==> src/rtl/counter_pkg.sv <==
// Shared types and helpers for load_step_counter.
//   state_t   : run/done state encoding (IDLE, RUN, DONE)
//   all_ones  : value with the low w bits set, used to size saturation limits
package counter_pkg;

  typedef logic [1:0] state_t;

  localparam state_t IDLE = 2'd0;
  localparam state_t RUN  = 2'd1;
  localparam state_t DONE = 2'd2;

  // Maximum unsigned value representable in w bits (w up to 64).
  function automatic logic [63:0] all_ones(input int unsigned w);
    if (w >= 64) begin
      return '1;
    end
    return (64'd1 << w) - 64'd1;
  endfunction

endpackage

==> src/rtl/step_prescaler.sv <==
// Enable prescaler: step_c fires on the enabled cycle that completes
// PRESCALE enabled cycles.
//   clock, reset : rising-edge clock, synchronous active-high reset
//   en_i         : count this cycle
//   clr_i        : restart the prescale window (wins over en_i)
//   step_c       : combinational step strobe from the registered count and en_i
module step_prescaler #(
  parameter int unsigned PRESCALE = 1,
  parameter int unsigned PS_W     = $clog2(PRESCALE + 1)
) (
  input  logic clock,
  input  logic reset,
  input  logic en_i,
  input  logic clr_i,
  output logic step_c
);

  localparam logic [PS_W-1:0] PS_LAST = PS_W'(PRESCALE - 1);

  logic [PS_W-1:0] ps_q, ps_d;

  assign step_c = en_i && (ps_q == PS_LAST);

  // Next prescale count: clear, wrap on step, or advance while enabled.
  always_comb begin
    ps_d = ps_q;
    if (clr_i) begin
      ps_d = '0;
    end else if (en_i) begin
      ps_d = step_c ? '0 : PS_W'(ps_q + PS_W'(1));
    end
  end

  always_ff @(posedge clock) begin
    if (reset) begin
      ps_q <= '0;
    end else begin
      ps_q <= ps_d;
    end
  end

endmodule

==> src/rtl/load_step_counter.sv <==
// Loadable saturating up/down counter with step prescaler and run/done FSM.
//   clock, reset : rising-edge clock, synchronous active-high reset
//   in, latch    : load value and load strobe (load wins over stepping)
//   dec, inc     : count-down / count-up enables; both or neither = hold
//   count, zero  : registered count and its ==0 flag
//   expired      : one-cycle pulse on the down-step that reaches the end
//   busy         : state is RUN
// Optional build macro LOAD_STEP_COUNTER_AUTO_RELOAD_EN: a down-step from 1
// while running reloads the last latched value instead of stopping at 0.
module load_step_counter #(
  parameter int unsigned WIDTH    = 4,
  parameter int unsigned PRESCALE = 1,
  parameter int unsigned PS_W     = $clog2(PRESCALE + 1)
) (
  input  logic             clock,
  input  logic             reset,
  input  logic [WIDTH-1:0] in,
  input  logic             latch,
  input  logic             dec,
  input  logic             inc,
  output logic [WIDTH-1:0] count,
  output logic             zero,
  output logic             expired,
  output logic             busy
);

  import counter_pkg::*;

  localparam logic [WIDTH-1:0] CNT_MAX = WIDTH'(all_ones(WIDTH));
  localparam logic [WIDTH-1:0] CNT_ONE = WIDTH'(1);

  logic [WIDTH-1:0] count_q, count_d;
  state_t           state_q, state_d;
  logic             expired_q, expired_d;
  logic             zero_q;
  logic             busy_q;
  logic             step_c;

  // Exactly one direction enable advances the prescaler.
  step_prescaler #(
    .PRESCALE (PRESCALE),
    .PS_W     (PS_W)
  ) u_prescaler (
    .clock  (clock),
    .reset  (reset),
    .en_i   (dec ^ inc),
    .clr_i  (latch),
    .step_c (step_c)
  );

`ifdef LOAD_STEP_COUNTER_AUTO_RELOAD_EN
  logic [WIDTH-1:0] reload_q, reload_d;

  // Reload value tracks the most recent latch.
  always_comb begin
    reload_d = latch ? in : reload_q;
  end

  always_ff @(posedge clock) begin
    if (reset) begin
      reload_q <= '0;
    end else begin
      reload_q <= reload_d;
    end
  end
`endif

  // Next count / state / pulse.
  always_comb begin
    count_d   = count_q;
    state_d   = state_q;
    expired_d = 1'b0;
    if (latch) begin
      count_d = in;
      state_d = (in != '0) ? RUN : DONE;
    end else if (step_c) begin
      if (dec) begin
        if (count_q > CNT_ONE) begin
          count_d = WIDTH'(count_q - CNT_ONE);
        end else if (count_q == CNT_ONE) begin
          expired_d = 1'b1;
`ifdef LOAD_STEP_COUNTER_AUTO_RELOAD_EN
          if ((state_q == RUN) && (reload_q != '0)) begin
            count_d = reload_q;
          end else begin
            count_d = '0;
            state_d = DONE;
          end
`else
          count_d = '0;
          state_d = DONE;
`endif
        end
      end else if (count_q != CNT_MAX) begin
        count_d = WIDTH'(count_q + CNT_ONE);
        state_d = RUN;
      end
    end
  end

  // Flags are derived from next-state so they register alongside count.
  always_ff @(posedge clock) begin
    if (reset) begin
      count_q   <= '0;
      state_q   <= IDLE;
      expired_q <= 1'b0;
      zero_q    <= 1'b1;
      busy_q    <= 1'b0;
    end else begin
      count_q   <= count_d;
      state_q   <= state_d;
      expired_q <= expired_d;
      zero_q    <= (count_d == '0);
      busy_q    <= (state_d == RUN);
    end
  end

  assign count   = count_q;
  assign zero    = zero_q;
  assign expired = expired_q;
  assign busy    = busy_q;

endmodule

==> config.mk <==
export PLATFORM = sky130hd
export DESIGN_NAME = load_step_counter
export DESIGN_NICKNAME = d
export VERILOG_FILES = /design/src/rtl/counter_pkg.sv /design/src/rtl/step_prescaler.sv /design/src/rtl/load_step_counter.sv
export SDC_FILE = /design/constraint.sdc
export NUM_CORES = 1
export LEC_CHECK = 0
export CAP_MARGIN = 20
export CORE_ASPECT_RATIO = 1.2
export CORE_MARGIN = 2
export CORE_UTILIZATION = 35
export DETAILED_ROUTE_END_ITERATION = 10
export MAX_ROUTING_LAYER = met4
export SYNTH_ARGS = -nofsm -noshare
export SYNTH_HDL_FRONTEND = slang
export SYNTH_SLANG_ARGS = --single-unit
==> constraint.sdc <==
create_clock -name clock -period 1.9 [get_ports clock]
set_input_delay 0.475 -clock clock [delete_from_list [all_inputs] [get_ports clock]]
set_output_delay 0.475 -clock clock [all_outputs]
set_load 0.1 [all_outputs]
After elaboration in Yosys (flattened, before gate mapping)
Index checks and enable logic that the tools add are counted.
{"block": "totals", "regBits": 10, "in_bits": 9, "elab_cells": 37}
{"block": "classes", "add_sub_neg": 3, "order_cmp": 1, "eq_ne": 3, "muxes": 15, "bitwise": 4, "n_reduce_logical": 5}
{"op": "2-to-1 mux 4 bit", "n": 6}
{"op": "2-to-1 mux 2 bit", "n": 7}
{"op": "OR reduction 5 bit", "n": 1}
{"op": "adder 4 x 1 -> 4 bit (second input constant)", "n": 1}
{"op": "equality test 4 x 1 -> 1 bit (second input constant)", "n": 1}
{"op": "> comparator 4 x 1 -> 1 bit (second input constant)", "n": 1}
{"op": "zero test 4 bit", "n": 1}
{"op": "inequality test 4 bit (second input constant)", "n": 1}
{"op": "nonzero test 4 bit", "n": 1}
{"op": "subtractor 4 x 1 -> 4 bit (second input constant)", "n": 1}
{"op": "inverter 1 bit", "n": 3}
{"op": "equality test 2 x 1 -> 1 bit (second input constant)", "n": 1}
{"op": "2-to-1 mux 1 bit", "n": 2}
{"op": "OR reduction 2 bit", "n": 1}
{"op": "adder 1 bit (second input constant)", "n": 1}
{"op": "logical AND 1 bit", "n": 1}
{"op": "bitwise XOR 1 bit", "n": 1}

Depth between registers and ports, before layout
{"block": "depth", "word_depth": 7, "depth_mapped": 7, "depth_no_buf": 7}

Cells and area by module
A second synthesis with hierarchy kept.
{"block": "hier_totals", "cells_unflattened": 84, "hier_area_um2": 714.4}
{"mod": "load_step_counter", "instances": 1, "cells_per_inst": 81, "area_each_um2": 673.1, "seq_area_each_um2": 180.2}
{"mod": "step_prescaler", "instances": 1, "cells_per_inst": 3, "area_each_um2": 41.3, "seq_area_each_um2": 20.0}

Worst setup path before layout
No wires, ideal clock.
{"block": "synth_timing", "path_kind": "flip-flop to flip-flop", "from": "register count_q[0], in the netlist count[0]", "to": "register zero_q, in the netlist zero", "arrival_ns": 2.372, "t_required_ns": 1.784, "slack_ns": -0.588, "path_stages_with_launch": 7, "n_path_buf": 0, "path_cell_list": "dfxtp_1 > ha_1 > nand3_1 > a21o_1 > a211o_2 > o311a_2 > a41o_1"}
{"block": "synth_via", "elab_chain_len": 7}
{"item": "start, declared", "line": "load_step_counter.sv:32", "rtl": "logic [WIDTH-1:0] count_q, count_d;"}
{"item": "start signal, assigned", "line": "load_step_counter.sv:110", "rtl": "count_q <= count_d;"}
{"item": "parallel branches: the longest is 4 deep, another holds adder 4 x 1 -> 4 bit"}
{"item": "2-to-1 mux 4 bit (*)", "line": "load_step_counter.sv:76", "rtl": "end else if (step_c) begin"}
{"item": "2-to-1 mux 4 bit (*)", "line": "load_step_counter.sv:73", "rtl": "if (latch) begin"}
{"item": "zero test 4 bit (*)", "line": "load_step_counter.sv:113", "rtl": "zero_q <= (count_d == '0);"}
{"item": "end signal, assigned", "line": "load_step_counter.sv:113"}
{"item": "end, declared", "line": "load_step_counter.sv:35", "rtl": "logic zero_q;"}
Every way passes the cells marked *.
A chain may end at the register's enable or synchronous reset.

Worst setup path after layout
{"block": "layout_timing", "from": "input dec", "to": "register zero_q, in the netlist zero"}
{"block": "layout_via", "elab_chain_len": 5}
{"item": "start, declared", "line": "load_step_counter.sv:19", "rtl": "input logic dec,"}
{"item": "bitwise XOR 1 bit", "line": "load_step_counter.sv:46", "rtl": ".en_i (dec ^ inc),"}
{"item": "logical AND 1 bit", "line": "step_prescaler.sv:22", "rtl": "assign step_c = en_i && (ps_q == PS_LAST);"}
{"item": "2-to-1 mux 4 bit (*)", "line": "load_step_counter.sv:76"}
{"item": "2-to-1 mux 4 bit (*)", "line": "load_step_counter.sv:73"}
{"item": "zero test 4 bit (*)", "line": "load_step_counter.sv:113"}
Every way passes the cells marked *; elsewhere a longest branch is shown, timed or not.

==> summary.txt <==
Clock tree
  • Clock root buffer: clkbuf_4
  • TritonCTS clock tree: built
  • Insertion delay of the later-clocked pin in the worst-skew pair: ~260 ps
  • Setup bufs post-CTS: 0
  • Clock transition at the registers of the reported paths: roughly 60 ps
  • TritonCTS Buffers: 3
  • CTS max path bufs: 2
  • Depth of the CTS H-tree: 1
  • Number of clock sinks: 10

Placed design
  • GP Congestion: 0.836
  • Number of I/O port buffers: 15
  • Half-perimeter wire length after placement: 1360 um
  • Placed inst area: around 980 um^2

Finish
  • Area of the multi-input gates: between 400 and 500 um^2
  • Total number of nets in the final design: approximately 120
  • Layout Cell Area excl Fill: between 0.001 and 0.0015 mm^2
  • Finished Core Util: around three fifths
  • Reg area: roughly 220 um^2
  • Ant diodes: 0
  • Count of filler cells inserted in the layout: roughly 150
  • P&R area growth vs syn: 63.0%
  • Layout cells sized above 1: 39.6%

Global routing
  • Global-route wire length before repair: between 2000 and 3000 um
  • Total congestion overflow after global routing: 0
  • Largest net degree at the start of global routing: 12
  • Global-route usage over all layers: roughly 18%
  • Antenna violations before repair: 0
  • Vias in the first global route: between 600 and 700

Detailed routing
  • Drt first pass iters: 4
  • Sum of routed wire length over all layers: 1740 um
  • Number of remaining DRC errors: 0
  • DR iter-0 viols: 13
  • WL per Instance: about 14 um
  • Remaining number of nets flagged by the antenna check after routing: 0
  • Routed via count divided by cell count: around 5.5
  • Vias: about 700

Setup path
  • Endpoint class of the critical path: register
  • Setup slack, reg-to-reg: around 130 ps
  • Critical R2R Capture: zero
  • Startpoint of the most critical register-to-register path: count[0]
  • Worst R2R Path Depth: 6
  • Worst path required time: between 2000 and 2500 ps
  • Crit Path Max Fanout: 6
  • Data arrival time of the worst path: about 1900 ps
  • Critical path class: input pin to register
  • Setup crit start kind: input pin

Floorplanning
  • Area of the die: 0.00221 mm^2
  • Core area: around 0.0018 mm^2
  • Starting Density: between 30% and 40%
  • Die Wd: roughly 43 um
  • Number of top-level pins: 16
  • Number of placement rows: 17
  • Chip Height: between 50 and 60 um

Worst hold path
  • Launch instance of the worst min-delay path: state_q[0]
  • Worst hold path class: register to register
  • Worst min-delay path endpoint: state_q[0]
  • Number of cells on the worst hold path: 2

Synth
  • Mapped Nets: between 80 and 90
  • Syn. warnings: 0
  • Flip-flop and latch count after synthesis: 10
  • Number of different library cells in the post-synthesis netlist: 39
  • Cell area after synthesis: 646 um^2
  • Post-Syn Instances: slightly below 80
  • Sequential cell area fraction in the yosys report: 31.0%
  • Average size of a mapped cell: around 8.4 um^2

Power
  • IR Drop Worst-Case VDD: 0.476 mV
  • Overall power of the completed layout: 684 uW
  • Leakage power summed over all cells: between 0.0004 and 0.0005 uW
  • Power density cells: around 650 mW/mm^2

Timing
  • Setup repair after global routing missed its margin: no
  • # setup viols final: 0
  • Largest clock skew in the final design: 3.60 ps
  • Final slew viol count: 0
  • Hold Violations, Final: 0
  • Post-route worst hold slack: 523 ps
  • Post-route fraction of the period consumed by the critical path: a little over nine tenths
  • Minimum clock period: 1790 ps
  • Setup TNS: 0 ps
  • Relative slew slack: 75.1%
  • Maximum frequency from static timing analysis: about 560 MHz
  • Slew of the pin with the lowest slew margin: roughly 370 ps

Run
  • Max_cap viols: 0

Status
  • Outcome: finished, final reports clean
[metal layers]
metal | vias to the layer above | routed length [um] | global-route usage [%]
li1 | 347 | - | -
met5 | - | 0 | -
met3 | 4 | 73 | 2.12
met2 | 15 | 880 | 29.6
met4 | 0 | 30 | 11.6
met1 | 320 | 754 | 21.0
[cells in the mapped netlist, drive strengths merged]
library cell / count / area (um^2)
a211o: 1 / 10.0
a211oi: 1 / 7.51
a21o: 1 / 7.51
a21oi: 2 / 10.0
a221oi: 1 / 8.76
a22oi: 1 / 7.51
a2bb2oi: 1 / 8.76
a31oi: 2 / 12.5
a32oi: 1 / 8.76
a41o: 1 / 10.0
and2b: 1 / 8.76
and3: 1 / 6.26
and4: 1 / 8.76
buf: 2 / 12.5
clkdlybuf4s18: 1 / 10.0
dfxtp: 10 / 200
ha: 3 / 37.5
inv: 5 / 18.8
nand2: 5 / 18.8
nand3: 3 / 15.0
nand4b: 1 / 8.76
nor2: 11 / 41.3
nor2b: 4 / 25.0
nor3: 1 / 5.00
nor3b: 1 / 12.5
nor4: 1 / 6.26
o21a: 1 / 7.51
o21ai: 4 / 23.8
o221ai: 1 / 15.0
o311a: 1 / 11.3
o311ai: 2 / 17.5
o31a: 1 / 8.76
o41ai: 1 / 8.76
or3: 1 / 7.51
or4b: 1 / 10.0
xnor2: 1 / 8.76
[report_power, final]
group | total (uW) | switching (uW) | internal [uW]
clock | 143 | 67.7 | 75.7
sequential | 247 | 24.1 | 223
combinational | 294 | 162 | 131
[timing repair]
action	4_1_cts	5_1_grt
endpoints found under the setup margin	1	4
hold buffers	0	0
gates resized for setup	6	4
[area by class of cell]
| class | instances | area share [%] |
|---|---|---|
| Sequential cell | 10 | 20.5 |
| Clock inverter | 1 | 0.357 |
| Clock buffer | 3 | 2.14 |
| Timing Repair Buffer | 28 | 30.3 |
| Multi-Input combinational cell | 59 | 42.7 |
| Tap cell | 19 | 2.26 |
| Inverter | 5 | 1.78 |
[critical path, cell delays in order]
cell and delay [ps]:
dlygate4sd2_1 260, buf_4 170, xnor2_2 140, nor3_2 150, o21ai_1 140, o311a_2 370
a41o_1 230
[through the flow]
step	instances	worst slack [ps]
CTS	125	12.1
finish	125	114
global placement	121	-415
detailed placement	121	-411
global route	125	55.4
floorplan	77	15.9
[layout by cell type, fill, tap and decap left out, types with 2 or more instances in the layout]
cell	netlist	layout
a21oi_1	2	2
clkbuf_4	0	3
o311ai_0	2	2
nor2_1	11	11
nand3_1	3	3
nor2b_1	4	4
inv_1	5	4
buf_12	0	7
dfxtp_1	10	6
nand2_1	5	5
buf_4	1	13
o21ai_1	1	2
a31oi_1	2	2
clkdlybuf4s50_1	0	6
dfxtp_4	0	4
[worst max-delay path by stage]
stage	slack, ps	from	to	depth (start not counted)
floorplan	20	count[0]	zero	6
global placement	-420	dec	zero	7
detailed placement	-410	dec	zero	7
CTS	10	inc	zero	6
global route	60	count[0]	zero	8
finish	110	dec	zero	7
[registers in the layout (all words and copies together), names as in the netlist]
name	cells
state_q	2
expired	1
zero	1
count	4
u_prescaler.ps_q	1
busy	1
[cells by family (layout without fill, tap and decap cells)]
kind of cell             count (synthesis)  in the layout  share of synthesized area, %
XOR/XNOR                                 1              1                          1.36
buffers and inverters                    8             37                          6.40
flip-flops                              10             10                          31.0
AO/OA/AOI/OAI                           23             23                          28.5
adder cells (fa/ha/maj)                  3              3                          5.81
AND/OR/NAND/NOR                         32             32                          26.9
Note: power is estimated with default switching activity, not from simulation.
